===== src/rtl/pipeline_control.sv =====
// Pipeline hazard/flow controller: decodes stage enables, flushes and PC redirect
// from a small FSM. Optional perf counters under PIPELINE_PERF_COUNTERS_EN.
module pipeline_control #(
   parameter int unsigned FLUSH_CYCLES      = 2,
   parameter int unsigned LOAD_STALL_CYCLES = 1,
   parameter int unsigned MEM_TIMEOUT       = 255
) (
   input  logic       clock,
   input  logic       reset,
   input  logic       branch_taken,
   input  logic       load_use_hazard,
   input  logic       mem_req,
   input  logic       mem_ready,
   input  logic       halt_req,
   output logic       fetch_en,
   output logic       decode_en,
   output logic       execute_en,
   output logic       memory_en,
   output logic       writeback_en,
   output logic       pc_redirect,
   output logic       flush_decode,
   output logic       flush_execute,
   output logic       halted,
   output logic       mem_error,
   output logic [2:0] state_out
`ifdef PIPELINE_PERF_COUNTERS_EN
   ,
   output logic [31:0] stall_count,
   output logic [31:0] flush_count
`endif
);

   localparam int unsigned CNT_W = 8;

   localparam logic [2:0] IDLE     = 3'd0;
   localparam logic [2:0] RUN      = 3'd1;
   localparam logic [2:0] FLUSH    = 3'd2;
   localparam logic [2:0] STALL    = 3'd3;
   localparam logic [2:0] MEM_WAIT = 3'd4;
   localparam logic [2:0] HALT     = 3'd5;

   localparam logic [CNT_W-1:0] FLUSH_INIT = CNT_W'(FLUSH_CYCLES - 1);
   localparam logic [CNT_W-1:0] STALL_INIT = CNT_W'(LOAD_STALL_CYCLES - 1);
   localparam logic [CNT_W-1:0] TIMEOUT    = CNT_W'(MEM_TIMEOUT);
   localparam logic [CNT_W-1:0] CNT_ONE    = CNT_W'(1);

   logic [2:0]       state, state_nxt;
   logic [CNT_W-1:0] cnt, cnt_nxt;
   logic             halt_pend, halt_pend_nxt;
   logic             mem_error_nxt;
   logic             en_front, en_back;

   // State, counter, pending-halt and sticky error registers
   always_ff @(posedge clock or posedge reset) begin
      if (reset) begin
         state     <= IDLE;
         cnt       <= '0;
         halt_pend <= 1'b0;
         mem_error <= 1'b0;
      end else begin
         state     <= state_nxt;
         cnt       <= cnt_nxt;
         halt_pend <= halt_pend_nxt;
         mem_error <= mem_error_nxt;
      end
   end

   // Next-state and output decode
   always_comb begin
      state_nxt     = state;
      cnt_nxt       = cnt;
      halt_pend_nxt = halt_pend;
      mem_error_nxt = mem_error;
      en_front      = 1'b0;
      en_back       = 1'b0;
      pc_redirect   = 1'b0;
      flush_decode  = 1'b0;
      flush_execute = 1'b0;

      case (state)
         IDLE: begin
            state_nxt = RUN;
            cnt_nxt   = '0;
         end

         RUN: begin
            if (mem_req && !mem_ready) begin
               state_nxt = MEM_WAIT;
               cnt_nxt   = CNT_ONE;
            end else if (halt_req) begin
               state_nxt = HALT;
            end else if (branch_taken) begin
               en_front      = 1'b1;
               en_back       = 1'b1;
               pc_redirect   = 1'b1;
               flush_decode  = 1'b1;
               flush_execute = 1'b1;
               if (FLUSH_CYCLES > 1) begin
                  state_nxt = FLUSH;
                  cnt_nxt   = FLUSH_INIT;
               end
            end else if (load_use_hazard) begin
               en_back       = 1'b1;
               flush_execute = 1'b1;
               if (LOAD_STALL_CYCLES > 1) begin
                  state_nxt = STALL;
                  cnt_nxt   = STALL_INIT;
               end
            end else begin
               en_front = 1'b1;
               en_back  = 1'b1;
            end
         end

         // Squashed instructions: branch and hazard inputs are ignored here
         FLUSH: begin
            if (halt_req) begin
               state_nxt = HALT;
            end else begin
               en_front      = 1'b1;
               en_back       = 1'b1;
               flush_decode  = 1'b1;
               flush_execute = 1'b1;
               if (cnt <= CNT_ONE) begin
                  state_nxt = RUN;
                  cnt_nxt   = '0;
               end else begin
                  cnt_nxt = cnt - CNT_ONE;
               end
            end
         end

         STALL: begin
            if (halt_req) begin
               state_nxt = HALT;
            end else begin
               en_back       = 1'b1;
               flush_execute = 1'b1;
               if (cnt <= CNT_ONE) begin
                  state_nxt = RUN;
                  cnt_nxt   = '0;
               end else begin
                  cnt_nxt = cnt - CNT_ONE;
               end
            end
         end

         MEM_WAIT: begin
            if (halt_req) halt_pend_nxt = 1'b1;
            if (mem_ready) begin
               en_front = 1'b1;
               en_back  = 1'b1;
               cnt_nxt  = '0;
               if (halt_pend || halt_req) begin
                  state_nxt     = HALT;
                  halt_pend_nxt = 1'b0;
               end else if (branch_taken) begin
                  pc_redirect   = 1'b1;
                  flush_decode  = 1'b1;
                  flush_execute = 1'b1;
                  if (FLUSH_CYCLES > 1) begin
                     state_nxt = FLUSH;
                     cnt_nxt   = FLUSH_INIT;
                  end else begin
                     state_nxt = RUN;
                  end
               end else begin
                  state_nxt = RUN;
               end
            end else if (cnt >= TIMEOUT) begin
               mem_error_nxt = 1'b1;
               state_nxt     = HALT;
            end else begin
               cnt_nxt = cnt + CNT_ONE;
            end
         end

         HALT: begin
            state_nxt = HALT;
         end

         default: begin
            state_nxt = IDLE;
            cnt_nxt   = '0;
         end
      endcase
   end

   assign fetch_en     = en_front;
   assign decode_en    = en_front;
   assign execute_en   = en_back;
   assign memory_en    = en_back;
   assign writeback_en = en_back;
   assign halted       = (state == HALT);
   assign state_out    = state;

`ifdef PIPELINE_PERF_COUNTERS_EN
   logic stall_evt, flush_evt;

   // Stall cycles: any MEM_WAIT cycle, its entry cycle, and load-use hold cycles
   assign stall_evt = (state == MEM_WAIT)
                    || ((state == RUN) && mem_req && !mem_ready)
                    || (!en_front && en_back);
   assign flush_evt = flush_decode;

   always_ff @(posedge clock or posedge reset) begin
      if (reset) begin
         stall_count <= '0;
         flush_count <= '0;
      end else begin
         if (stall_evt) stall_count <= stall_count + 32'd1;
         if (flush_evt) flush_count <= flush_count + 32'd1;
      end
   end
`endif

endmodule


===== config.mk =====
export PLATFORM = sky130hd
export DESIGN_NAME = pipeline_control
export DESIGN_NICKNAME = d
export VERILOG_FILES = /design/src/rtl/pipeline_control.sv
export SDC_FILE = /design/constraint.sdc
export NUM_CORES = 1
export LEC_CHECK = 0
export CAP_MARGIN = 5
export CORE_ASPECT_RATIO = 1.75
export CORE_MARGIN = 1.5
export CORE_UTILIZATION = 45
export CTS_CLUSTER_SIZE = 16
export DETAILED_ROUTE_END_ITERATION = 10
export PLACE_DENSITY = 0.71
export SETUP_SLACK_MARGIN = 0.1
export SLEW_MARGIN = 40
export SYNTH_ARGS = -nofsm -noshare
export SYNTH_HDL_FRONTEND = slang
export SYNTH_SLANG_ARGS = --single-unit

===== constraint.sdc =====
create_clock -name clock -period 1.6 [get_ports clock]
set_input_delay 0.24 -clock clock [delete_from_list [all_inputs] [get_ports clock]]
set_output_delay 0.24 -clock clock [all_outputs]
set_load 0.02 [all_outputs]

After elaboration in Yosys (flattened, before gate mapping)
Cells that the tools add are included.
{ "totals": {"reg_bits": 13, "in_bits": 7} }
{ "classes": {"addsub": 2, "order_cmp": 2, "n_eq_ne": 12, "n_mux": 44, "bitwise_logic": 2, "reduce_logical": 8} }
{ "op_table": {"columns": ["op", "n"], "rows": [
  ["$mux W8", 7],
  ["$pmux W8 S4", 1],
  ["$mux W3", 8],
  ["$mux W1", 21],
  ["$pmux W3 S5", 1],
  ["$ne A3 B3 Y1 const B", 4],
  ["$pmux W1 S3", 4],
  ["$add A8 B1 Y8 const B", 1],
  ["$ge A8 B8 Y1 const B", 1],
  ["$le A8 B1 Y1 const B", 1],
  ["$sub A8 B1 Y8 const B", 1],
  ["$eq A3 B2 Y1 const B", 2],
  ["$eq A3 B3 Y1 const B", 2],
  ["$reduce_and A3 Y1", 2],
  ["$reduce_and A5 Y1", 1],
  ["$ne A4 B4 Y1 const B", 1],
  ["$eq A3 B1 Y1 const B", 1],
  ["$logic_not A3 Y1", 1],
  ["$ne A3 B1 Y1 const B", 1],
  ["$mux W2", 1],
  ["$ne A2 B2 Y1 const B", 1],
  ["$not A1 Y1", 2],
  ["$pmux W1 S2", 1],
  ["$reduce_or A2 Y1", 1],
  ["3 further kinds", 3]
]} }

Depth between registers and ports, before layout
{ "logic_depth": {"word_depth": 5, "mapped_depth": 7, "mapped_depth_nobuf": 7} }

Worst setup path before layout
OpenSTA, ideal clock, no wires.
{ "synth_timing": {"path_kind": "register to output", "start": "register state[2], in the netlist state_out[2]", "end": "output flush_execute", "arrival_time_ns": 1.889, "t_required_ns": 1.360, "path_slack_ns": -0.529, "stages_incl_launch_ff": 6, "cell_sequence": "dfrtp_1 > buf_2 > nor3b_1 > nand2_1 > o31a_1 > o21ai_0"} }
{ "synth_via": {"elab_chain_len": 3} }
{ "synth_lines": {"columns": ["item", "line_no", "text"], "rows": [
  ["start: declaration", "47", "logic [2:0] state, state_nxt;"],
  ["start signal: assignment", "61", "state <= state_nxt;"],
  ["$eq A3 B2 Y1", "80", "case (state)"],
  ["$reduce_or A2 Y1 (no source line)", null, null],
  ["$pmux W1 S3 *", "80", null],
  ["end: declaration", "22", "output logic flush_execute,"]
]} }
Every way passes the cells marked *; elsewhere a longest branch is shown, timed or not.

Worst setup path in the final report
{ "layout_timing": {"start": "register state[2], in the netlist state_out[2]", "end": "output flush_decode"} }
{ "layout_via": {"elab_chain_len": 2} }
{ "layout_lines": {"columns": ["item", "line_no", "text"], "rows": [
  ["$eq A3 B3 Y1 (tied with other cells)", "80", null],
  ["$pmux W1 S3 *", "80", null],
  ["end: declaration", "21", "output logic flush_decode,"]
]} }
Marks and branches as above.

==> results.yml <==
clock_network:
  cts_tree: "yes"
  hold_buffers: 0
  clkTransAtPathRegs_ps: 60
  clock_sinks: 13
  cts_buffer_depth: 2
  clk_latency_ps: 250
  cts_made_buffers: 3
  root_buffer: "clkbuf_8"
  cts_max_level: 1
final_layout:
  n_antenna_cell: 0
  fillCellCount: 161
  drive_above_1_share_pct: 48.2
  area_delta_synth_final_pct: 72.6
  nNetsFinal: 229
  post_layout_nonfiller_instances: 244
global_routing:
  grt_pass1_wl_mm: 7.27
  grt_max_degree: 15
  antenna_found_initial: 0
  grt_pass1_vias: 1545
  track_usage_pct: 37.3
  grt-ovfl-total: 0
critical_path:
  critPathMaxFanout: 4
  cp_cell_sequence: "or4_4 -> o31a_1 -> nand2b_4 -> o21ai_4 -> buf_6"
  worstPathArrival_ps: 1810
  slowest_stage: "or4_4"
  cp-start-kind: "flop"
  critical_path_class: "flop to output pin"
  worst-path-buf-inv: 1
  crit_family: "simple AND/OR/NAND/NOR gates"
  critPathMaxStageDelay_ps: 570
  crit_required_ps: 1360
  cp-end-kind: "output pin"
  reg2reg_slack_ps: -310
timing:
  finalCritPeriodShare_pct: 128
  rsz0062_at_grt: "yes"
  hold_viol: 0
  whs_ps: 356
  min_period_ps: 2050
  fmax_mhz: 488
  clock_skew_ps: 8.20
  slew_viol_final: 0
  worstMarginPinSlew_ps: 547
  setup_ws_ps: -448
  relSlewSlack_pct: 63.5
  setup_viol: 19
die:
  dieArea_sq_mm: 0.00289
  die_x_um: 41.3
  die_y_um: 70.0
  io_pins: 20
  core_sq_mm: 0.00246
  rows: 24
  initial_utilization_pct: 46.8
place:
  port_buffers: 19
  dp_hpwl_mm: 3.25
  gp_congestion: 0.913
  placed_cells: 230
synth:
  synth_ff_type: "dfrtp_1"
  avgSynthCellArea_sq_um: 7.59
  synth_top_area_share_pct: 28.2
  async_reset_ff_share_pct: 100
  synth_seq_area_share_pct: 28.2
  syn_inst: 152
  synth_edf_count: 0
  synth-simple-area-share_pct: 27.5
  synth_nets: 162
  synth_compound_area_share_pct: 27.9
  synth.area.mux_share_pct: 0.976
  syn_area_sq_mm: 0.00115
  yosys.area_share.adder_pct: 3.25
  ys_warn_count: 0
  yosysTopAreaCell: "dfrtp_1"
  ys_ff_latch: 13
  synth_top_family_by_area: "compound AO/OA/AOI/OAI gates"
  ys_types: 47
  synth_xor_area_share_pct: 3.04
  synth_top_cells_by_area: "dfrtp_1 (28%), a21oi_1 (6.5%), o21ai_0 (4.8%), nor2_1 (4.6%), ha_1 (3.3%)"
power_and_ir_drop:
  internal_power_mw: 1.63
  irDropWorstVdd_v: 0.000989
  power_switching_mw: 1.22
  power_density_mw_per_mm2: 1430
  sw_frac_of_total_pct: 42.7
  p_leak_nw: 0.919
  pwr-share-seq_pct: 17.0
  p_comb_share_pct: 72.0
  clkPwrFrac_pct: 10.9
run_status:
  status: "finished, violations left"
  violations: "setup timing"
route:
  vias: 1478
  routedWlPerCell_um: 17.6
  post-route-drc-count: 0
  first_pass_iters: 4
  wirelength_mm: 4.30
  viasPerCell: 6.06
  ant_nets: 0
  drt_iter0_markers: 49
hold_path:
  min_path_type: "input pin to asynchronous set/reset pin"
job:
  cap_violations: 0
## flip-flops by register name, summed over array words and instances (netlist names)
register,flops
cnt,8
halt_pend,1
state_out,3
mem_error,1
## power by group through the flow
stage,Clock (mW),Sequential (mW),Combinational [mW]
after global routing,0.330,0.496,2.24
after detailed placement,0,0.476,1.76
after CTS,0.316,0.477,1.98
final,0.312,0.486,2.06
after global placement,0,0.467,1.71
after floorplan,0,0.497,0.993
## cell families (layout without fill, tap and decap cells)
logic type	Yosys count	count (layout)
AND/OR/NAND/NOR	59	59
multiplexers	1	1
flip-flops	13	13
buffers and inverters	22	88
AO/OA/AOI/OAI	50	50
adder cells (fa/ha/maj)	3	3
XOR/XNOR	4	4
## timing repair
item,in CTS,in global routing
endpoints found under the setup margin,24,22
setup buffers,6,5
pin swaps,3,3
resized for setup,81,12
## cells in the mapped netlist, types with 2 or more instances
cell type and count:
a21oi_1 15, nor2_1 14, dfrtp_1 13, o21ai_0 11, nand2_1 9, inv_1 8, clkbuf_1 7, nor3_1 6
o22ai_1 5, nand2b_1 4, nand3_1 4, nor2b_1 4, and3_1 3, buf_2 3, buf_4 3, ha_1 3
nor3b_1 3, xnor2_1 3, a31oi_1 2, o311ai_0 2, o31a_1 2, o31ai_1 2, or3_1 2
## per-stage QoR
stage          utilization, %  worst slack [ps]  TNS (ps)  cell area, sq um  power, mW
6_report                 80.8              -448     -5450              1990       2.85
3_3_place_gp             71.2              -894    -11660              1750       2.18
3_5_place_dp             71.2              -948    -12450              1750       2.24
5_1_grt                  80.8              -512     -6620              1990       3.07
4_1_cts                  78.0              -447     -5020              1920       2.77
2_1_floorplan               -              -191     -1380              1290       1.49
## layout make-up
class | count | area (sq um) | share of cell area [%]
Clock buffer | 4 | 45.0 | 2.26
Inverter | 8 | 35.0 | 1.76
Multi-Input combinational cell | 117 | 892 | 44.8
Sequential cell | 13 | 330 | 16.6
Tap cell | 26 | 32.5 | 1.63
Timing Repair Buffer | 76 | 656 | 32.9
## placed cells by master, fill, tap and decap left out, types with 4 or more instances in the layout
master / netlist / routed
buf_6: 1 / 16
nor3_1: 6 / 5
dfrtp_2: 0 / 4
o22ai_1: 5 / 4
inv_1: 8 / 6
o21ai_1: 1 / 7
nor2_1: 14 / 12
buf_4: 3 / 49
clkdlybuf4s50_1: 0 / 4
dlygate4sd2_1: 0 / 4
nand2_1: 9 / 8
nand3_1: 4 / 4
dfrtp_1: 13 / 9
a21oi_1: 15 / 14
## path summary, 6_finish.rpt
check	startpoint	cells after the start	end
worst min register to register	mem_error$_DFFE_PP0P_	1	mem_error$_DFFE_PP0P_
worst min-delay path	reset	2	halt_pend$_DFFE_PP0N_
worst max register to register	state_out[2]$_DFFE_PP0P_	7	state_out[1]$_DFFE_PP0P_
max in group asynchronous	reset	2	state_out[0]$_DFFE_PP0P_
worst max-delay path	state_out[2]$_DFFE_PP0P_	5	flush_decode
min in group clock	mem_error$_DFFE_PP0P_	1	mem_error$_DFFE_PP0P_
## per-layer routing
metal,part of all wire [%],global-route usage (%)
met3,5.0,17.1
met2,54,57.6
met1,34,35.2
met4,7.5,27.2
met5,0,0
(Power assumes the default switching activity.)
